File: src/rtl/timer_counter.sv
// Memory-mapped countdown timer (CTRL/PRESET/COUNT) raising IRQ on expiry, one-shot or periodic.
// Optional prescaler enabled by defining TIMER_PRESCALE_EN (PRESCALE clocks per COUNT decrement).
module timer_counter #(
    parameter int PRESCALE = 4
) (
    input  logic        clk,
    input  logic        reset,
    input  logic [31:0] Addr,
    input  logic        WE,
    input  logic [31:0] Din,
    output logic [31:0] Dout,
    output logic        IRQ
);

    typedef enum logic [1:0] {
        S_IDLE = 2'd0,
        S_LOAD = 2'd1,
        S_CNT  = 2'd2,
        S_INT  = 2'd3
    } state_t;

    state_t      state;
    state_t      state_next;
    logic [3:0]  ctrl;
    logic [31:0] preset;
    logic [31:0] count;
    logic        irq_pending;
    logic        tick;
    logic        wr_ctrl;
    logic        wr_preset;
    logic        load_count;
    logic        dec_count;
    logic        expire;
    logic        clr_enable;
    logic        clr_pending;

    assign wr_ctrl   = WE && (Addr[3:2] == 2'd0);
    assign wr_preset = WE && (Addr[3:2] == 2'd1);

`ifdef TIMER_PRESCALE_EN
    localparam logic [15:0] PSC_LAST = 16'(PRESCALE - 1);
    logic [15:0] psc;

    always_ff @(posedge clk) begin
        if (reset) begin
            psc <= 16'd0;
        end else if (state == S_IDLE || state == S_LOAD) begin
            psc <= 16'd0;
        end else if (state == S_CNT) begin
            psc <= tick ? 16'd0 : psc + 16'd1;
        end
    end

    assign tick = (psc == PSC_LAST);

    logic unused_bits;
    assign unused_bits = ^{Addr[31:4], Addr[1:0]};
`else
    assign tick = 1'b1;

    logic unused_bits;
    assign unused_bits = ^{Addr[31:4], Addr[1:0], (PRESCALE != 0)};
`endif

    always_ff @(posedge clk) begin
        if (reset) begin
            state <= S_IDLE;
        end else begin
            state <= state_next;
        end
    end

    always_comb begin
        state_next = state;
        case (state)
            S_IDLE: if (ctrl[0]) state_next = S_LOAD;
            S_LOAD: state_next = S_CNT;
            S_CNT: begin
                if (!ctrl[0]) begin
                    state_next = S_IDLE;
                end else if (tick && count <= 32'd1) begin
                    state_next = S_INT;
                end
            end
            S_INT:  state_next = (ctrl[2:1] == 2'b01) ? S_LOAD : S_IDLE;
            default: state_next = S_IDLE;
        endcase
    end

    always_comb begin
        load_count  = 1'b0;
        dec_count   = 1'b0;
        expire      = 1'b0;
        clr_enable  = 1'b0;
        clr_pending = 1'b0;
        case (state)
            S_LOAD: load_count = 1'b1;
            S_CNT: begin
                if (ctrl[0] && tick) begin
                    if (count > 32'd1) begin
                        dec_count = 1'b1;
                    end else begin
                        expire = 1'b1;
                    end
                end
            end
            S_INT: begin
                if (ctrl[2:1] == 2'b01) begin
                    clr_pending = 1'b1;
                end else begin
                    clr_enable = 1'b1;
                end
            end
            default: ;
        endcase
    end

    // Bus writes take priority over the FSM's Enable clear; the FSM's pending set beats any clear.
    always_ff @(posedge clk) begin
        if (reset) begin
            ctrl        <= 4'd0;
            preset      <= 32'd0;
            count       <= 32'd0;
            irq_pending <= 1'b0;
        end else begin
            if (wr_ctrl) begin
                ctrl <= Din[3:0];
            end else if (clr_enable) begin
                ctrl[0] <= 1'b0;
            end

            if (wr_preset) begin
                preset <= Din;
            end

            if (load_count) begin
                count <= preset;
            end else if (dec_count) begin
                count <= count - 32'd1;
            end else if (expire) begin
                count <= 32'd0;
            end

            if (expire) begin
                irq_pending <= 1'b1;
            end else if (wr_ctrl || wr_preset || clr_pending) begin
                irq_pending <= 1'b0;
            end
        end
    end

    always_comb begin
        Dout = 32'd0;
        case (Addr[3:2])
            2'd0:    Dout = {28'd0, ctrl};
            2'd1:    Dout = preset;
            2'd2:    Dout = count;
            default: Dout = 32'd0;
        endcase
    end

    assign IRQ = ctrl[3] & irq_pending;

endmodule

File: config.mk
export PLATFORM = sky130hd
export DESIGN_NAME = timer_counter
export DESIGN_NICKNAME = d
export VERILOG_FILES = /design/src/rtl/timer_counter.sv
export SDC_FILE = /design/constraint.sdc
export NUM_CORES = 1
export LEC_CHECK = 0
export ABC_AREA = 1
export BUFFER_PORTS_ARGS = -buffer_cell sky130_fd_sc_hd__buf_2
export CAP_MARGIN = 20
export CORE_MARGIN = 2
export CORE_UTILIZATION = 54
export CTS_CLUSTER_DIAMETER = 50
export DETAILED_ROUTE_END_ITERATION = 10
export GPL_TIMING_DRIVEN = 0
export PLACE_DENSITY_LB_ADDON = 0.08
export SKIP_LAST_GASP = 1
export SLEW_MARGIN = 10
export SYNTH_ARGS = -nofsm -noshare
export SYNTH_HDL_FRONTEND = slang
export SYNTH_SLANG_ARGS = --single-unit
File: constraint.sdc
create_clock -name clk -period 2.2 [get_ports clk]
set_input_delay 0.11 -clock clk [delete_from_list [all_inputs] [get_ports clk]]
set_output_delay 0.11 -clock clk [all_outputs]
set_load 0.05 [all_outputs]
==> results of run 1 <==
logic make-up after synthesis:
family	count (synthesis)
AOI/OAI and AO/OA	169
DFF	71
adders and majority gates	2
and+or+nand+nor	205
buffers and inverters	129
xor gates and xnor gates	20
synthesized netlist by cell type (all sizes together):
library cell,n,area share (%)
nand4,6,1.1
nor2,85,9.4
o22ai,60,9.4
nor3,1,0.13
buf,6,0.97
dfxtp,71,36
o31ai,1,0.19
a21oi,49,6.5
ha,2,0.63
clkbuf,21,2.0
inv,102,9.7
nand2,103,11
o221ai,4,0.88
xor2,20,4.4
nand3,10,1.3
o21a,2,0.38
o21ai,53,6.6
worst max-delay path by stage:
stage | to | cells past startpoint
global placement | count[27] | 12
detailed placement | count[11] | 12
global route | count[10] | 12
finish | count[11] | 12
CTS | count[11] | 12
floorplan | count[7] | 12
through the flow:
| step | hold slack [ns] | setup WS [ns] | utilization (%) | cell area [um2] | cells |
|---|---|---|---|---|---|
| final | 0.0217 | 0.327 | 65.3 | 4710 | 780 |
| after global routing | 0.0214 | 0.241 | 65.3 | 4710 | 780 |
| after detailed placement | 0.393 | 0.351 | 61.9 | 4470 | 764 |
| after floorplan | 0.203 | 0.607 | - | 4000 | 596 |
| after global placement | 0.385 | 0.364 | 61.9 | 4470 | 764 |
| after CTS | 0.0205 | 0.339 | 65.3 | 4710 | 780 |
layer usage:
layer | global-route usage (%) | vias up
li1 | - | 2106
met5 | 0 | -
met1 | 42.0 | 2012
met4 | 9.49 | 0
met3 | 5.95 | 13
met2 | 51.6 | 190
state kept, by name (all words and copies together) (netlist names):
signal,flops
preset,32
state,2
irq_pending,1
count,32
ctrl,4
placed cells by master, fill, tap and decap left out, types with 2 or more instances in the layout:
| master | count |
|---|---|
| nand2_4 | 3 |
| clkbuf_8 | 9 |
| nand3_1 | 10 |
| nand2_1 | 88 |
| o21a_1 | 2 |
| buf_2 | 69 |
| o21ai_0 | 53 |
| nand2_2 | 12 |
| clkbuf_1 | 21 |
| inv_6 | 2 |
| xor2_1 | 20 |
| dfxtp_1 | 71 |
| o221ai_1 | 4 |
| buf_1 | 5 |
| a21oi_2 | 4 |
| ha_1 | 2 |
| nand4_1 | 5 |
| o22ai_1 | 60 |
| bufinv_16 | 3 |
| nor2_1 | 74 |
| nor2_2 | 7 |
| inv_1 | 100 |
| a21oi_1 | 45 |
| nor2_4 | 3 |
worst max-delay path: stages, from the launching register on:
cell	delay (ns)
dfxtp_1	0.33
inv_1	0.13
ha_1	0.24
nand2_4	0.10
nor2_8	0.19
nand2_4	0.09
nand2_2	0.08
nand2_2	0.06
nand2_4	0.16
inv_6	0.09
buf_12	0.16
nand2_2	0.06
a21oi_2	0.05
power breakdown:
group | leakage, nW | switching (mW) | internal [mW] | total [mW]
clock network | 0.120 | 0.546 | 0.757 | 1.30
logic | 1.47 | 0.314 | 0.133 | 0.447
registers | 0.577 | 0.0155 | 1.32 | 1.34
area by class of cell:
class                           instances  area [um2]  area share [%]
Buffer                                 27         118            2.50
Clock buffer                            9         124            2.63
Clock inverter                          7         120            2.55
Inverter                              102         388            8.23
Multi-Input combinational cell        396        2070            44.0
Sequential cell                        71        1420            30.2
Tap cell                               99         124            2.63
Timing Repair Buffer                   69         345            7.33
==> flow_metrics.tcl, run 1 <==
set metrics [dict create \
    status "complete, no violations" \
    layout.nets 745 \
    hold-path-cell-count 3 \
    grt_use_total_pct 31.4 \
    final.setup.tns_ns 0 \
    clock-root-buffer "clkbuf_8" \
    postCtsSetupRepairBufs 0 \
    antenna_found_initial 0 \
    wl_met3_um 1100 \
    clock-sinks 71 \
    tightest_slew_ns 0.778 \
    crit_path_start "count[0]" \
    post_drt_wl_per_cell_um 16.2 \
    cts_buffers 9 \
    min_to "preset[9]" \
    h-tree-depth 3 \
    cts_resized 0 \
    arrival_ns 2.09 \
    io_buffers 69 \
    fp.dieW_um 90.1 \
    slew_viol_final 0 \
    area_growth_pct 17.8 \
    grt_pass1_vias 3968 \
    dr.pass1.iters 5 \
    cts_tree "done" \
    wl_met2_um 5850 \
    grt.overflow.total 0 \
    worstHoldPathType "input pin to flip-flop" \
    top_layer_used "met4" \
    n_antenna_cell 0 \
    skew_ns 0.00908 \
    synth_compound_gate_area_share_pct 24.0 \
    fillerInstances 693 \
    crit_type "flip-flop to flip-flop" \
    syn_nets 665 \
    ys.warnings.count 0 \
    clk_pin_slew_ns 0.08 \
    maxCapViolCount 0 \
    fin_crit_sh_pct 85.1 \
    fin_total_pwr_mw 3.09 \
    pin_count 100 \
    synth_fa_ha_area_share_pct 0.626 \
    r2r_end "count[11]" \
    final_hold_viol_count 0 \
    syn_area_per_cell_um2 6.71 \
    worst_skew_pair.late_latency_ns 0.36 \
    vias 4321 \
    postRouteAntennaNets 0 \
    peakVddDrop_mv 0.443 \
    cp-end-kind "flip-flop" \
    max_freq_mhz 534 \
    synth_top_family_by_area "compound AO/OA/AOI/OAI gates" \
    die_h_um 90.1 \
    drt_wl_total_um 12600 \
    max_slew_margin_pct 48.1 \
    met1_length_um 5510 \
    syn_inst 596 \
    hold_buffers 0 \
    drive_above_1_share_pct 17.5 \
    core_um2 7210 \
    grt_max_degree 14 \
    crit_path_start_kind "flip-flop" \
    dieArea_um2 8110 \
    rrSetupSlack_ns 0.33 \
    period_needed_ns 1.87 \
    power-per-cell-area_nw_per_um2 656 \
    clockBufferDepth 2 \
    synth_xor_area_share_pct 4.38 \
    rsz0062_at_grt "no" \
    setup_viol 0 \
    leakage_nw 2.17 \
    r2r_cells 12 \
    synth.distinct_cells 27 \
    cp_max_fo 10 \
    vias_per_cell 5.54 \
    ys_ff_latch 71 \
    hp-start "Din[9]" \
    drc_errors 0 \
    cp.required_ns 2.42 \
    synthSimpleGateAreaFrac_pct 22.8 \
    synthMuxAreaShare_pct 0 \
    start_util_pct 55.4 \
    rows 31 \
    drtIter0Drc 403 \
    synthesis.area_um2 4000 \
    gp_congestion 0.968 \
    hpwl_um 9360 \
    grt_pass1_wl_um 20100 \
    ys_seq_area_share_pct 35.5 \
    r2r_start "count[0]" \
]
Power figures use the tool's default switching activity.
==> run 2, diff against run 1 <==
ABC_AREA = default   (was 1)
CORE_UTILIZATION = 53   (was 54)
==> flow_metrics.tcl, run 2 <==
set metrics [dict create \
    vias_per_cell 6.02 \
    fin_cells 708 \
    arrival_ns 2.38 \
    synth_commonest_cells "nand2_1, dfxtp_1, a21oi_1" \
    cp_max_fo 7 \
    max_freq_mhz 461 \
    maxCapViolCount 0 \
    period_needed_ns 2.17 \
    synth_most_common_cell "nand2_1" \
    cp-end-kind "flip-flop" \
    fp.dieW_um 88.9 \
    worst_skew_pair.late_latency_ns 0.35 \
    skew_ns 0.00718 \
    clockBufferDepth 2 \
    syn_nets 561 \
    grt_use_total_pct 32.9 \
    top_usage_layer "met2" \
    grt_use_met2_pct 53.4 \
    final_util_pct 72.2 \
    met1_usage_pct 42.6 \
    syn_area_per_cell_um2 7.76 \
    netlist_top_cells_area "dfxtp_1, nand2_1, a21oi_1" \
    dieArea_um2 7900 \
    rows 30 \
    synth_top_area_share_pct 37.2 \
    ys.flop_type "dfxtp_1" \
    drtIter0Drc 396 \
    cts_buffers 9 \
    vias 4262 \
    hpwl_um 8390 \
    synth.distinct_cells 47 \
    leakage_nw 1.97 \
    dr.pass1.iters 5 \
    largestRegisters "count: 32 flops, preset: 32 flops, ctrl: 4 flops" \
    rsz0062_at_grt "yes" \
    peakVddDrop_mv 0.300 \
    async_reset_ff_share_pct 0 \
    fin_crit_sh_pct 98.6 \
    die_h_um 88.9 \
    clock-root-buffer "clkbuf_8" \
    drc_errors 0 \
    cp.required_ns 2.41 \
    grt_max_degree 11 \
    power-per-cell-area_nw_per_um2 531 \
    ys_ff_latch 71 \
    antenna_found_initial 0 \
    ys.warnings.count 0 \
    seqPwrFrac_pct 50.6 \
    crit_path_start_kind "flip-flop" \
    h-tree-depth 3 \
    status "complete, no violations" \
    core_um2 6870 \
    grt_pass1_vias 3917 \
    holdWs_ns 0.00592 \
    gp_congestion 0.949 \
    cts_tree "done" \
    p_int_mw 1.92 \
    placedCellCount 655 \
    drive_above_1_share_pct 21.9 \
    setup_viol 0 \
    grt_util_met3_pct 7.37 \
    grt_pass1_wl_um 19700 \
    layout.nets 678 \
    slew_viol_final 0 \
    n_antenna_cell 0 \
    layout_common_cells "nand2_1, dfxtp_1, buf_2, a21oi_1, clkbuf_1" \
    syn_inst 492 \
    max_slew_margin_pct 47.2 \
    area_growth_pct 29.9 \
    start_util_pct 55.6 \
    grt.overflow.total 0 \
    synthesis.area_um2 3820 \
    final.setup.tns_ns 0 \
    combPwrFrac_pct 13.9 \
    tightest_slew_ns 0.789 \
    clk_pin_slew_ns 0.07 \
    clkPwrFrac_pct 35.4 \
    mostFrequentLayoutCell "nand2_1" \
    pin_count 100 \
    drt_wl_total_um 12700 \
    clock-sinks 71 \
    final_hold_viol_count 0 \
    postRouteAntennaNets 0 \
    p_sw_mw 0.717 \
    synth_edf_count 0 \
    io_buffers 67 \
    worstHoldPathType "input pin to flip-flop" \
    crit_type "flip-flop to flip-flop" \
    yosysTopAreaCell "dfxtp_1" \
    post_drt_wl_per_cell_um 18.0 \
    ys_seq_area_share_pct 37.2 \
    switching_share_pct 27.2 \
]
run 2: kinds of logic (layout without fill, tap and decap cells):
kind of cell             Yosys count  after routing  share of synthesized area [%]
buffers and inverters             49            169                           5.34
XOR/XNOR                          17             17                           3.90
flip-flops                        71             71                           37.2
multiplexers                       7              7                           1.83
AO/OA/AOI/OAI                    139            139                           24.6
AND/OR/NAND/NOR                  207            207                           26.4
adder cells (fa/ha/maj)            2              2                          0.655
run 2: critical path, stage by stage, from the launching register on:
cell,delay (ns)
dfxtp_4,0.36
or4_4,0.53
buf_6,0.15
nor4_4,0.36
a31oi_4,0.20
buf_6,0.19
a22oi_1,0.15
o22ai_1,0.10
run 2: per-layer routing:
metal,vias to the layer above,wire length (um)
li1,2008,-
met1,2015,5320
met2,212,6130
met3,27,984
met4,0,287
met5,-,0
run 2: final timing paths:
kind / startpoint / end / slack, ns / cells past startpoint
setup / recovery: count[4] / count[8] / 0.03 / 7
hold / removal: Din[7] / preset[7] / 0.006 / 3
setup reg to reg: count[4] / count[8] / 0.03 / 7
hold reg to reg: preset[18] / preset[18] / 0.48 / 2
run 2: stage by stage:
step	power (mW)	area [um2]	setup WS, ns
2_1_floorplan	1.57	3820	0.0944
3_3_place_gp	1.66	4270	-0.238
3_5_place_dp	1.67	4270	-0.275
4_1_cts	2.62	4760	-0.00312
5_1_grt	2.74	4960	-0.0339
6_report	2.64	4960	0.0314
run 2: power by group through the flow:
| stage | registers [mW] | clock network, mW | logic [mW] |
|---|---|---|---|
| 5_1_grt | 1.34 | 1.01 | 0.394 |
| 3_3_place_gp | 1.37 | 0 | 0.300 |
| 3_5_place_dp | 1.37 | 0 | 0.304 |
| 6_report | 1.34 | 0.934 | 0.367 |
| 4_1_cts | 1.34 | 0.941 | 0.344 |
| 2_1_floorplan | 1.36 | 0 | 0.208 |
run 2: layout make-up:
class / instances / area [um2]
multi-input combinational: 372 / 2300
fill: 578 / 1910
sequential: 71 / 1430
timing repair buffer: 109 / 726
buffer: 41 / 200
clock buffer: 13 / 159
tap: 96 / 120
inverter: 5 / 18.8
clock inverter: 1 / 5.00
run 2: what timing repair did:
| item | 4_1_cts | 5_1_grt |
|---|---|---|
| pin swaps | 2 | 5 |
| hold endpoints to repair | 26 | 1 |
| gates cloned | 1 | 0 |
| hold buffers | 26 | 1 |
| buffers inserted | 3 | 11 |
| endpoints found under the setup margin | 53 | 53 |
| resized for setup | 13 | 34 |
==> run 3, diff against run 2 <==
BUFFER_PORTS_ARGS = -buffer_cell sky130_fd_sc_hd__buf_4   (was -buffer_cell sky130_fd_sc_hd__buf_2)
==> flow_metrics.tcl, run 3 (synthesis gave the netlist of run 2 again) <==
set metrics [dict create \
    final_util_pct 75.9 \
    crit_path_start_kind "flip-flop" \
    wl_met3_um 1160 \
    gp_congestion 0.949 \
    dieArea_um2 7900 \
    rrSetupSlack_ns -0.02 \
    post_drt_wl_per_cell_um 18.5 \
    clk_pin_slew_ns 0.07 \
    cts_buffers 9 \
    top_layer_used "met4" \
    setup_viol 4 \
    grt_use_total_pct 33.7 \
    maxCapViolCount 0 \
    die_h_um 88.9 \
    layout_common_cells "nand2_1, buf_4, dfxtp_1, a21oi_1, clkbuf_1" \
    clock-root-buffer "clkbuf_8" \
    fillerInstances 535 \
    h-tree-depth 3 \
    rows 30 \
    area_growth_pct 36.5 \
    worst_skew_pair.late_latency_ns 0.36 \
    clock-sinks 71 \
    vias 4370 \
    cp.required_ns 2.42 \
    n_antenna_cell 0 \
    violations "hold timing, setup timing" \
    leakage_nw 2.04 \
    hpwl_um 8530 \
    grt_pass1_vias 4032 \
    slew_viol_final 0 \
    drtIter0Drc 401 \
    wl_met2_um 6370 \
    largestRegisters "count: 32 flops, preset: 32 flops, ctrl: 4 flops" \
    power-per-cell-area_nw_per_um2 546 \
    hp-start "Din[4]" \
    final_hold_viol_count 1 \
    grt_pass1_wl_um 20100 \
    max_freq_mhz 451 \
    setup_ws_ns -0.0181 \
    holdWs_ns -0.00250 \
    drc_errors 0 \
    vias_per_cell 6.13 \
    cts_tree "done" \
    met1_length_um 5190 \
    place_area_um2 4440 \
    period_needed_ns 2.22 \
    rsz0062_at_grt "yes" \
    mostFrequentLayoutCell "nand2_1" \
    tightest_slew_ns 0.798 \
    r2r_start "count[21]" \
    dp_slack_ns -0.273 \
    grt.overflow.total 0 \
    cp_max_fo 4 \
    max_slew_margin_pct 46.6 \
    status "finished, violations left" \
    pin_count 100 \
    fin_total_pwr_mw 2.85 \
    drive_above_1_share_pct 23.8 \
    fin_crit_sh_pct 101 \
    r2r_cells 6 \
    hold-path-cell-count 3 \
    cp-end-kind "flip-flop" \
    io_buffers 67 \
    layout.nets 681 \
    peakVddDrop_mv 0.333 \
    postRouteAntennaNets 0 \
    worstHoldPathType "input pin to flip-flop" \
    drt_wl_total_um 13200 \
    antenna_found_initial 0 \
    min_to "preset[4]" \
    grt_max_degree 12 \
    r2r_end "count[30]" \
    core_um2 6870 \
    fp.dieW_um 88.9 \
    crit_type "flip-flop to flip-flop" \
    stdcell_area_um2 5210 \
    start_util_pct 55.6 \
    clockBufferDepth 2 \
    dr.pass1.iters 7 \
    skew_ns 0.00883 \
    arrival_ns 2.43 \
]
run 3: worst max-delay path: stages (launching register included):
cell     delay, ns
dfxtp_4       0.36
or4_4         0.52
buf_6         0.14
or4_4         0.45
nor4_4        0.30
xnor2_1       0.19
o32ai_2       0.11
run 3: power by group:
part	switching, mW	leakage (nW)	internal, mW	total (mW)
registers	0.0273	0.579	1.31	1.34
clock network	0.505	0.109	0.614	1.12
logic	0.219	1.35	0.174	0.394
total	0.752	2.04	2.10	2.85
run 3: area by class of cell:
| type | instances | area, um2 | share of cell area [%] |
|---|---|---|---|
| tap | 96 | 120 | 2.30 |
| inverter | 5 | 18.8 | 0.360 |
| multi-input combinational | 372 | 2320 | 44.6 |
| clock inverter | 3 | 40.0 | 0.768 |
| sequential | 71 | 1440 | 27.6 |
| clock buffer | 13 | 169 | 3.24 |
| buffer | 42 | 204 | 3.91 |
| timing repair buffer | 111 | 901 | 17.3 |
run 3: metal layers:
metal / vias up / global-route usage [%]
met1: 2064 / 42.9
met5: - / 0
met3: 54 / 7.09
met2: 241 / 56.2
met4: 0 / 12.5
li1: 2011 / -
run 3: through the flow:
step                      std cells  TNS (ns)
after CTS                       698   -0.0311
final                           713   -0.0441
after floorplan                 492         0
after detailed placement        655     -5.77
after global routing            713    -0.936
after global placement          655     -4.62
run 3: how the worst max path moves through the flow:
stage / to / startpoint / slack (ns)
floorplan: count[8] / count[5] / 0.09
global placement: count[18] / count[0] / -0.24
detailed placement: count[18] / count[0] / -0.27
CTS: count[30] / count[21] / -0.03
global route: count[8] / count[4] / -0.1
finish: count[30] / count[21] / -0.02
run 3: repair_timing:
action | CTS | global route
setup endpoints to repair | 49 | 33
gates cloned | 1 | 1
pin swaps | 3 | 9
hold buffers | 24 | 0
setup buffers | 3 | 15
resized for setup | 17 | 37
hold endpoints to repair | 24 | 0
